`config.mk`:
```
export PLATFORM = sky130hd
export DESIGN_NAME = instruction_fetch_flat
export DESIGN_NICKNAME = d
export VERILOG_FILES = /design/src/rtl/cpu_pkg.sv /design/src/rtl/instruction_fetch_if.sv /design/src/rtl/fetch_next_pc.sv /design/src/rtl/instruction_fetch.sv /design/src/flat_wrapper.sv
export SDC_FILE = /design/constraint.sdc
export NUM_CORES = 1
export LEC_CHECK = 0
export CAP_MARGIN = 15
export CORE_AREA = 2 2 78 80
export DETAILED_ROUTE_END_ITERATION = 8
export DIE_AREA = 0 0 80 82
export PLACE_DENSITY = 0.87
export SLEW_MARGIN = 0
export SYNTH_ARGS = -nofsm -noshare
export SYNTH_HDL_FRONTEND = slang
export SYNTH_SLANG_ARGS = --single-unit
export TNS_END_PERCENT = 100
```
`constraint.sdc`:
```
create_clock -name clk -period 4.1 [get_ports clk]
set_input_delay 0.615 -clock clk [delete_from_list [all_inputs] [get_ports clk]]
set_output_delay 0.615 -clock clk [all_outputs]
set_load 0.05 [all_outputs]
```
`src/rtl/cpu_pkg.sv`:
```
// Shared CPU datapath types: instruction/address widths, fetch FSM states
// and the redirect request bundle passed to the next-PC logic.
package cpu_pkg;
  localparam int ADDR_W = 12;
  localparam int INST_W = 19;
  localparam int OFS_W  = 8;

  typedef logic [ADDR_W-1:0] addr_t;
  typedef logic [INST_W-1:0] inst_t;
  typedef logic [OFS_W-1:0]  ofs_t;

  typedef enum logic [1:0] {RESET, RUN, FLUSH} fetch_state_t;

  typedef struct packed {
    logic  valid;
    logic  rel;
    addr_t target;
    addr_t base;
    ofs_t  ofs;
  } redir_t;
endpackage

```
`src/rtl/instruction_fetch_if.sv`:
```
// Fetch bundle: memory address/data, decode valid/ready stage and redirect inputs.
interface instruction_fetch_if;
  import cpu_pkg::*;

  addr_t address;
  inst_t instruction;
  inst_t inst_out;
  addr_t inst_pc;
  logic  inst_valid;
  logic  inst_ready;
  logic  redir_valid;
  logic  redir_rel;
  addr_t redir_target;
  addr_t redir_base;
  ofs_t  redir_ofs;

  modport master (
    output address, inst_out, inst_pc, inst_valid,
    input  instruction, inst_ready, redir_valid, redir_rel,
           redir_target, redir_base, redir_ofs
  );

  modport slave (
    input  address, inst_out, inst_pc, inst_valid,
    output instruction, inst_ready, redir_valid, redir_rel,
           redir_target, redir_base, redir_ofs
  );
endinterface

```
`src/rtl/fetch_next_pc.sv`:
```
// Combinational next-PC select: redirect target, sequential step or hold.
module fetch_next_pc
  import cpu_pkg::*;
(
  input  addr_t        pc_i,
  input  logic         stage_free_i,
  input  redir_t       redir_i,
  input  fetch_state_t state_i,
  output addr_t        next_pc_o
);
  addr_t ofs_sext;
  addr_t rel_tgt;

  // Relative targets count from the instruction after the branch.
  assign ofs_sext = {{(ADDR_W-OFS_W){redir_i.ofs[OFS_W-1]}}, redir_i.ofs};
  assign rel_tgt  = redir_i.base + addr_t'(1) + ofs_sext;

  always_comb begin
    next_pc_o = pc_i;
    if (state_i != RESET) begin
      if (redir_i.valid)
        next_pc_o = redir_i.rel ? rel_tgt : redir_i.target;
      else if (state_i == RUN && stage_free_i)
        next_pc_o = pc_i + addr_t'(1);
    end
  end
endmodule

```
`src/rtl/instruction_fetch.sv`:
```
// Fetch front end: PC register, RESET/RUN/FLUSH sequencing and a one-entry
// valid/ready output stage toward decode.
module instruction_fetch
  import cpu_pkg::*;
(
  input  logic                clk,
  input  logic                rst,
  instruction_fetch_if.master fif
);
  fetch_state_t state_q, state_d;
  addr_t        pc_q, pc_d;
  inst_t        inst_q, inst_d;
  addr_t        ipc_q, ipc_d;
  logic         vld_q, vld_d;
  logic         stage_free;
  redir_t       redir;

  assign stage_free = !vld_q || fif.inst_ready;
  assign redir = '{valid:  fif.redir_valid,
                   rel:    fif.redir_rel,
                   target: fif.redir_target,
                   base:   fif.redir_base,
                   ofs:    fif.redir_ofs};

  fetch_next_pc u_next_pc (
    .pc_i        (pc_q),
    .stage_free_i(stage_free),
    .redir_i     (redir),
    .state_i     (state_q),
    .next_pc_o   (pc_d)
  );

  always_comb begin
    state_d = state_q;
    inst_d  = inst_q;
    ipc_d   = ipc_q;
    vld_d   = vld_q;
    unique case (state_q)
      RESET: state_d = RUN;
      RUN, FLUSH: begin
        // Redirect beats stall: an unaccepted word is simply dropped.
        if (redir.valid) begin
          vld_d   = 1'b0;
          state_d = FLUSH;
        end else if (state_q == FLUSH) begin
          vld_d   = 1'b0;
          state_d = RUN;
        end else if (stage_free) begin
          inst_d = fif.instruction;
          ipc_d  = pc_q;
          vld_d  = 1'b1;
        end
      end
      default: state_d = RESET;
    endcase
  end

  always_ff @(posedge clk) begin
    if (rst) begin
      state_q <= RESET;
      pc_q    <= '0;
      inst_q  <= '0;
      ipc_q   <= '0;
      vld_q   <= 1'b0;
    end else begin
      state_q <= state_d;
      pc_q    <= pc_d;
      inst_q  <= inst_d;
      ipc_q   <= ipc_d;
      vld_q   <= vld_d;
    end
  end

  assign fif.address    = pc_q;
  assign fif.inst_out   = inst_q;
  assign fif.inst_pc    = ipc_q;
  assign fif.inst_valid = vld_q;
endmodule

```
`src/flat_wrapper.sv`:
```
// flat-port wrapper written by rule: the top's interface ports become plain ports
module instruction_fetch_flat import cpu_pkg::*;
  (clk, rst, fif_address, fif_inst_out, fif_inst_pc, fif_inst_valid, fif_instruction, fif_inst_ready, fif_redir_valid, fif_redir_rel, fif_redir_target, fif_redir_base, fif_redir_ofs);
  instruction_fetch_if fif_i ();
  input  logic clk;
  input  logic rst;
  output wire logic [$bits(fif_i.address)-1:0] fif_address;
  output wire logic [$bits(fif_i.inst_out)-1:0] fif_inst_out;
  output wire logic [$bits(fif_i.inst_pc)-1:0] fif_inst_pc;
  output wire logic [$bits(fif_i.inst_valid)-1:0] fif_inst_valid;
  input wire logic [$bits(fif_i.instruction)-1:0] fif_instruction;
  input wire logic [$bits(fif_i.inst_ready)-1:0] fif_inst_ready;
  input wire logic [$bits(fif_i.redir_valid)-1:0] fif_redir_valid;
  input wire logic [$bits(fif_i.redir_rel)-1:0] fif_redir_rel;
  input wire logic [$bits(fif_i.redir_target)-1:0] fif_redir_target;
  input wire logic [$bits(fif_i.redir_base)-1:0] fif_redir_base;
  input wire logic [$bits(fif_i.redir_ofs)-1:0] fif_redir_ofs;
  assign fif_address = fif_i.address;
  assign fif_inst_out = fif_i.inst_out;
  assign fif_inst_pc = fif_i.inst_pc;
  assign fif_inst_valid = fif_i.inst_valid;
  assign fif_i.instruction = fif_instruction;
  assign fif_i.inst_ready = fif_inst_ready;
  assign fif_i.redir_valid = fif_redir_valid;
  assign fif_i.redir_rel = fif_redir_rel;
  assign fif_i.redir_target = fif_redir_target;
  assign fif_i.redir_base = fif_redir_base;
  assign fif_i.redir_ofs = fif_redir_ofs;
  instruction_fetch u_core (.clk(clk), .rst(rst), .fif(fif_i));
endmodule
```
## Word-level counts from Yosys, hierarchy flattened

Cells that the tools add are included.

- Add/sub/neg operators: 3
- Equality and inequality tests: 3
- Mux-type cells: 9
- Bitwise operators: 2
- Reductions and logical operators: 11

Operators with widths:

| operator | number |
|---|---|
| $mux W12 | 3 |
| $add A12 B1 Y12 const B | 2 |
| $add A12 B12 Y12 | 1 |
| $mux W2 | 2 |
| $pmux W2 S2 | 1 |
| $reduce_and A2 Y1 | 2 |
| $reduce_and A4 Y1 | 1 |
| $reduce_bool A2 Y1 | 2 |
| $mux W1 | 3 |
| $ne A3 B2 Y1 const B | 1 |
| $reduce_bool A3 Y1 | 1 |
| $eq A2 B1 Y1 const B | 1 |
| $eq A2 B2 Y1 const B | 1 |
| $logic_not A2 Y1 | 1 |
| $not A1 Y1 | 2 |
| $reduce_or A2 Y1 | 1 |
| $logic_and A1 B1 Y1 | 1 |
| $logic_not A1 Y1 | 1 |
| $logic_or A1 B1 Y1 | 1 |

- Register bits after elaboration: 46
- Bits of input ports: 56
- Word-level logic and storage cells: 33

## Logic depth before layout (Yosys ltp)

Gate-level depths: netlist of the first run.

- Depth in word-level cells: 5
- Depth in mapped cells: 9
- Gate-level depth less buffers: 9

## By module

Synthesis of the first run repeated with hierarchy kept, for this count alone.

- Cells, all modules: 348
- Area, all modules: 3049.2 sq um

By module, submodules not included:

| module | instances | cells each | area each (sq um) | seq. area each (sq um) |
|---|---|---|---|---|
| instruction_fetch | 1 | 182 | 1938.1 | 920.9 |
| fetch_next_pc | 1 | 166 | 1111.1 | 0.0 |

## Least setup slack after synthesis of the first run

No wires, ideal clock.

- Path kind: input -> register
- Start: input fif_redir_ofs[0]
- End: register u_core.pc_q[10] (netlist: u_core.fif.address[10])
- Setup time: 0.103 ns
- Arrival time: 2.230 ns
- Slack: 1.766 ns
- Stages: 9
- Buffers on the path: 0
- Path through: inv_1 -> ha_1 -> fa_1 -> and2b_1 -> o31a_1 -> nor2_1 -> o31ai_1 -> xnor2_1 -> a2111oi_2

- Longest elaborated chain between the ends: 3

RTL lines:

| item | RTL line | text |
|---|---|---|
| start, declared | flat_wrapper.sv:17 | `input wire logic [$bits(fif_i.redir_ofs)-1:0] fif_redir_ofs;` |
| $add A12 B12 Y12 | fetch_next_pc.sv:16 | `assign rel_tgt = redir_i.base + addr_t'(1) + ofs_sext;` |
| $mux W12 | fetch_next_pc.sv:22 | `next_pc_o = redir_i.rel ? rel_tgt : redir_i.target;` |
| $mux W12 | fetch_next_pc.sv:21 | `if (redir_i.valid)` |
| end signal, assigned | instruction_fetch.sv:67 | `pc_q <= pc_d;` |
| end, declared | instruction_fetch.sv:11 | `addr_t pc_q, pc_d;` |

No other way between the ends.
A chain may end at the register's enable or synchronous reset.

## Final worst setup path of the first run

Ends and elaborated chain as after synthesis.

==> results of run 1 <==
[kinds of logic (layout without fill, tap and decap cells)]
logic type / count (synthesis) / after routing / share of synthesized area
buf+inv: 32 / 121 / 0.0484
xor+xnor: 7 / 7 / 0.0233
compound gates: 102 / 102 / 0.236
simple gates: 139 / 139 / 0.240
mux: 5 / 5 / 0.0195
flops: 46 / 46 / 0.349
fa+ha+maj: 17 / 17 / 0.0835
[cell usage after synthesis, types with 5 or more instances]
| master | instances | share of area |
|---|---|---|
| nand2_1 | 75 | 0.11 |
| a21oi_1 | 49 | 0.093 |
| dfxtp_1 | 46 | 0.35 |
| nor2_1 | 24 | 0.034 |
| ha_1 | 16 | 0.076 |
| clkbuf_1 | 13 | 0.019 |
| inv_1 | 12 | 0.017 |
| nor3_1 | 10 | 0.019 |
| o21ai_1 | 9 | 0.017 |
| nand3_1 | 7 | 0.013 |
| o21ai_0 | 7 | 0.013 |
| buf_2 | 6 | 0.011 |
| xnor2_1 | 6 | 0.020 |
| o21a_1 | 5 | 0.014 |
| o31a_1 | 5 | 0.017 |
[per-layer routing]
metal,track usage,up-vias,part of all wire
met5,0,-,0
met4,0.0712,0,0.018
met3,0.0692,11,0.094
met2,0.382,110,0.46
met1,0.254,1202,0.43
li1,-,1381,-
[power groups by stage]
stage,Clock [mW],Sequential (mW),Combinational [mW]
final,0.278,0.548,0.637
after global routing,0.302,0.554,0.693
after CTS,0.286,0.546,0.639
after detailed placement,0,0.556,0.636
after global placement,0,0.553,0.625
after floorplan,0,0.711,0.276
[state kept, by name, indices dropped and copies added, names as in the netlist]
register / count
u_core.fif.inst_valid: 1
u_core.fif.address: 12
u_core.state_q: 2
u_core.fif.inst_pc: 12
u_core.fif.inst_out: 19
[worst max-delay path: stages]
cell             delay [ns]
clkdlybuf4s50_1        0.45
inv_1                  0.04
ha_1                   0.21
fa_1                   0.40
and2b_1                0.22
o31a_1                 0.17
nor2_1                 0.05
o31ai_1                0.26
xnor2_1                0.13
a2111oi_2              0.30
[stage by stage]
stage	cells	power, mW
finish	512	1.46
global route	512	1.55
CTS	512	1.47
detailed placement	504	1.19
global placement	504	1.18
floorplan	348	0.987
[final cells by class]
cell class / count / area (um2)
Fill cell: 503 / 2010
Sequential cell: 46 / 921
Timing Repair Buffer: 100 / 993
Clock inverter: 3 / 21.3
Tap cell: 75 / 93.8
Multi-Input combinational cell: 270 / 1590
Clock buffer: 5 / 68.8
Inverter: 13 / 48.8
[worst max-delay path by stage]
stage | from | cells past startpoint | to
after global placement | fif_redir_ofs[0] | 10 | u_core.fif.address[10]
after detailed placement | fif_redir_ofs[0] | 10 | u_core.fif.address[10]
final | fif_redir_ofs[0] | 10 | u_core.fif.address[10]
after global routing | fif_redir_ofs[0] | 10 | u_core.fif.address[10]
after floorplan | fif_redir_ofs[0] | 9 | u_core.fif.address[10]
after CTS | fif_redir_ofs[0] | 10 | u_core.fif.address[10]
==> run_results.csv, run 1 <==
group,metric,value,unit
global_route,grt_pass1_wl,11500,um
logic_synthesis,postSynthCellCount,348,
cts,cts_max_level,2,
power_and_ir_drop,p_sw,0.608,mW
sta,setup_viol,0,
worst_setup_path,rr_endpoint,"u_core.fif.inst_out[15]",
route,antenna_left,0,
power_and_ir_drop,leakage,1.33,nW
worst_setup_path,worstSetupPathType,"input port to register",
logic_synthesis,yosysWarnings,0,
worst_hold_path,hp-class,"register to register",
cts,insertion_delay,0.30,ns
worst_setup_path,arrival,2.84,ns
cts,cts_buffers,5,
cts,clock-sinks,46,
cts,ctsHoldBuffers,0,
logic_synthesis,synth-edff-count,0,
sta,slew_headroom,0.279,
sta,finClkSkew,0.00695,ns
worst_setup_path,r2r_start,"u_core.state_q[0]",
global_route,grt_overflow_total,0,
placement,portBuffers,99,
logic_synthesis,syn-cell-area,2640,um2
cells_and_area,final_common_cell,"clkdlybuf4s50_1",
cts,clock_path_buffers,2,
logic_synthesis,synth_cell_types,56,
flow_run,max_cap_viol_count,0,
power_and_ir_drop,p_seq_frac,0.375,
power_and_ir_drop,cellPowerDensity,391,nW/um2
floorplan,die_h,82,um
logic_synthesis,ys_ff_latch,46,
logic_synthesis,yosysSeqAreaShare,0.349,
sta,worst_slew_pin_slew,1.08,ns
logic_synthesis,syn_nets,421,
sta,finalHoldViolCount,0,
power_and_ir_drop,pwr-share-comb,0.435,
cts,cts_resized,0,
power_and_ir_drop,vdd_ir_drop_max,0.000243,V
sta,slew_violations,0,
placement,postPlaceCellArea,3640,um2
floorplan,num_io_pins,100,
worst_hold_path,min_from,"u_core.fif.inst_out[2]",
cts,clkTransAtPathRegs,0.09,ns
global_route,antenna_found_initial,0,
sta,hold_slack,0.456,ns
cts,root_buffer,"clkbuf_8",
sta,finalCriticalPeriod,2.64,ns
cells_and_area,final_core_util,0.650,
cts,post-cts-setup-buffers,0,
worst_setup_path,cp-end-kind,"register",
route,wl,6940,um
logic_synthesis,synth_area_per_cell,7.58,um2
sta,timing.fmax,378,MHz
power_and_ir_drop,switching_share,0.416,
power_and_ir_drop,p_int,0.854,mW
cells_and_area,area_growth,41.7,%
global_route,grt_start_max_net_pins,50,
route,drt-initial-drc-count,146,
route,wl_per_cell,13.6,um
worst_setup_path,rrSetupSlack,1.65,ns
global_route,grt_pass1_vias,2631,
floorplan,fp-row-count,28,
route,first_pass_iters,5,
cts,cts_tree,"done",
floorplan,start_util,0.459,
worst_hold_path,holdPathStages,2,
floorplan,core-area,5750,um2
floorplan,dieWidth,80,um
route,viasPerCell,5.28,
power_and_ir_drop,power_frac_clock,0.190,
cells_and_area,drive_gt1_frac,0.0458,
logic_synthesis,synthArstFlopShare,0,
floorplan,fp.dieArea,6560,um2
cells_and_area,antenna_cells,0,
cells_and_area,most-common-layout-cells,"98 x clkdlybuf4s50_1, 75 x nand2_1, 49 x a21oi_1",
worst_setup_path,cp_max_fo,3,
sta,min_period_over_period,0.645,
logic_synthesis,ys.flop_type,"dfxtp_1",
cells_and_area,final_cell_area,3730,um2
sta,setup_tns,0,ns
status,outcome,"finished clean",
worst_hold_path,hold_end,"u_core.fif.inst_out[2]",
placement,globalplace.congestion,0.837,
route,vias,2704,
worst_setup_path,r2r_cells,7,
worst_setup_path,required,4.30,ns
sta,rsz0062_at_grt,"no",
route,drc,0,
placement,post-place-ws,1.14,ns
placement,dp_hpwl,5220,um
worst_setup_path,cp-start-kind,"input port",
sta,setup_slack,1.46,ns
cells_and_area,fin_nets,509,
global_route,track_usage,0.218,
Note: power is estimated with default switching activity, not from simulation.
==> run 2: changes to the inputs <==
--- a/config.mk
+++ b/config.mk
@@ -6,10 +6,10 @@
 export NUM_CORES = 1
 export LEC_CHECK = 0
 export CAP_MARGIN = 15
-export CORE_AREA = 2 2 78 80
+export CORE_AREA = 2 2 81 83
 export DETAILED_ROUTE_END_ITERATION = 8
-export DIE_AREA = 0 0 80 82
-export PLACE_DENSITY = 0.87
+export DIE_AREA = 0 0 83 85
+export PLACE_DENSITY = 0.81
 export SLEW_MARGIN = 0
 export SYNTH_ARGS = -nofsm -noshare
 export SYNTH_HDL_FRONTEND = slang
==> constraint.sdc (replaced) <==
create_clock -name clk -period 2.5 [get_ports clk]
set_input_delay 0.375 -clock clk [delete_from_list [all_inputs] [get_ports clk]]
set_output_delay 0.375 -clock clk [all_outputs]
set_load 0.05 [all_outputs]
==> run_results.csv, run 2 (synthesized netlist as in run 1, its figures left out) <==
group,metric,value,unit
floorplan,fp-row-count,29,
cts,insertion_delay,0.30,ns
cells_and_area,most-common-layout-cells,"98 x clkdlybuf4s50_1, 75 x nand2_1, 49 x a21oi_1",
global_route,grt_start_max_net_pins,50,
floorplan,num_io_pins,100,
worst_setup_path,crit_family,"compound AO/OA/AOI/OAI gates",
power_and_ir_drop,vdd_ir_drop_max,0.000356,V
cells_and_area,fin_cells,523,
sta,worst_slew_pin_slew,0.889,ns
placement,globalplace.congestion,0.836,
sta,slew_violations,0,
worst_hold_path,holdPathStages,2,
sta,setup_viol,0,
global_route,grt_overflow_total,0,
worst_setup_path,cpPeakStageDelay,0.45,ns
route,drc,0,
sta,finalHoldViolCount,0,
sta,rsz0062_at_grt,"no",
power_and_ir_drop,cellPowerDensity,662,nW/um2
sta,finClkSkew,0.00526,ns
cells_and_area,final_cell_area,3830,um2
worst_setup_path,cp-start-kind,"input port",
placement,post-place-cells,514,
cts,ctsHoldBuffers,0,
cts,clkTransAtPathRegs,0.09,ns
power_and_ir_drop,leakage,1.39,nW
placement,postPlaceCellArea,3710,um2
sta,finalCriticalPeriod,2.36,ns
worst_setup_path,cp_max_fo,3,
floorplan,die_h,85,um
cells_and_area,antenna_cells,0,
sta,slew_headroom,0.407,
route,antenna_left,0,
worst_hold_path,hold_end,"u_core.fif.inst_out[17]",
route,drt-initial-drc-count,144,
cells_and_area,fin_nets,518,
floorplan,fp.dieArea,7060,um2
status,outcome,"finished clean",
worst_setup_path,cp-end-kind,"register",
floorplan,core-area,6200,um2
worst_setup_path,r2r_cells,8,
route,wl_per_cell,13.5,um
cts,cts_max_level,2,
worst_setup_path,crit_chain,"clkdlybuf4s50_1 -> inv_1 -> ha_2 -> fa_2 -> and2b_1 -> o31a_1 -> nor2_1 -> o31ai_1 -> xnor2_1 -> a2111oi_2",
floorplan,start_util,0.425,
route,first_pass_iters,4,
worst_setup_path,rrSetupSlack,0.58,ns
flow_run,max_cap_viol_count,0,
sta,min_period_over_period,0.942,
placement,dp_hpwl,5280,um
cells_and_area,area_growth,45.4,%
worst_setup_path,path_buf_inv,2,
global_route,grt_pass1_vias,2666,
cts,cts_tree,"done",
placement,portBuffers,99,
global_route,grt_pass1_wl,11700,um
worst_setup_path,required,2.70,ns
cts,clock_path_buffers,2,
route,wl,7060,um
global_route,track_usage,0.196,
cells_and_area,largest_reg_flops,19,
worst_setup_path,arrival,2.56,ns
worst_hold_path,hp-class,"register to register",
cells_and_area,final_common_cell,"clkdlybuf4s50_1",
cells_and_area,drive_gt1_frac,0.0695,
cts,clock-sinks,46,
worst_setup_path,startpoint,"fif_redir_ofs[0]",
global_route,antenna_found_initial,0,
floorplan,dieWidth,83,um
worst_setup_path,slowest_stage,"clkdlybuf4s50_1",
sta,timing.fmax,424,MHz
worst_setup_path,r2r_start,"u_core.state_q[0]",
worst_hold_path,min_from,"u_core.fif.inst_out[17]",
cts,root_buffer,"clkbuf_8",
route,vias,2811,
worst_setup_path,worstSetupPathType,"input port to register",
cts,cts_buffers,5,
worst_setup_path,rr_endpoint,"u_core.fif.inst_out[11]",
route,viasPerCell,5.37,
## run 2: layer usage
metal	vias up	part of all wire	GRT usage
met3	14	0.076	0.0447
met1	1270	0.43	0.234
met5	-	0	0
li1	1405	-	-
met4	0	0.017	0.0745
met2	122	0.47	0.345
## run 2: worst max path at each step
stage                                   to  slack (ns)  cells past startpoint
floorplan           u_core.fif.address[10]        0.41                      9
global placement    u_core.fif.address[10]       -0.13                     10
detailed placement  u_core.fif.address[10]       -0.20                     10
CTS                 u_core.fif.address[10]        0.12                     10
global route         u_core.fif.address[6]        0.01                     11
finish              u_core.fif.address[10]        0.14                     10
## run 2: what timing repair did
| item | in CTS | in global routing |
|---|---|---|
| setup endpoints to repair | 0 | 1 |
| setup buffers | 0 | 1 |
| resized for setup | 0 | 2 |
## run 2: power breakdown
group / internal (mW) / total (mW) / switching (mW)
Combinational: 0.415 / 1.08 / 0.669
Sequential: 0.818 / 0.896 / 0.0773
Clock: 0.300 / 0.557 / 0.257
Total: 1.53 / 2.54 / 1.00
## run 2: final cells by class
type	instances	area [um2]
flip-flops and latches	46	921
fillers	570	2370
well taps	77	96.3
inverters	13	48.8
repair buffers	109	1060
clock inverters	3	43.8
multi-input cells	270	1590
clock buffers	5	68.8
## run 2: worst reg2reg max path, cell delays in order (launching register included)
cell     delay [ns]
dfxtp_1        0.39
inv_1          0.08
ha_1           0.30
inv_1          0.06
nor3_1         0.29
and2_1         0.18
buf_4          0.31
nand2_1        0.11
a21oi_1        0.14
## run 2: per-stage QoR
stage | total power [mW] | util | setup slack (ns) | TNS (ns) | hold WS (ns)
floorplan | 1.62 | - | 0.406 | 0 | 0.511
global placement | 1.97 | 0.597 | -0.128 | -0.200 | 0.441
detailed placement | 1.99 | 0.597 | -0.196 | -0.360 | 0.446
CTS | 2.55 | 0.616 | 0.122 | 0 | 0.458
global route | 2.68 | 0.618 | 0.0127 | 0 | 0.477
finish | 2.54 | 0.618 | 0.144 | 0 | 0.455
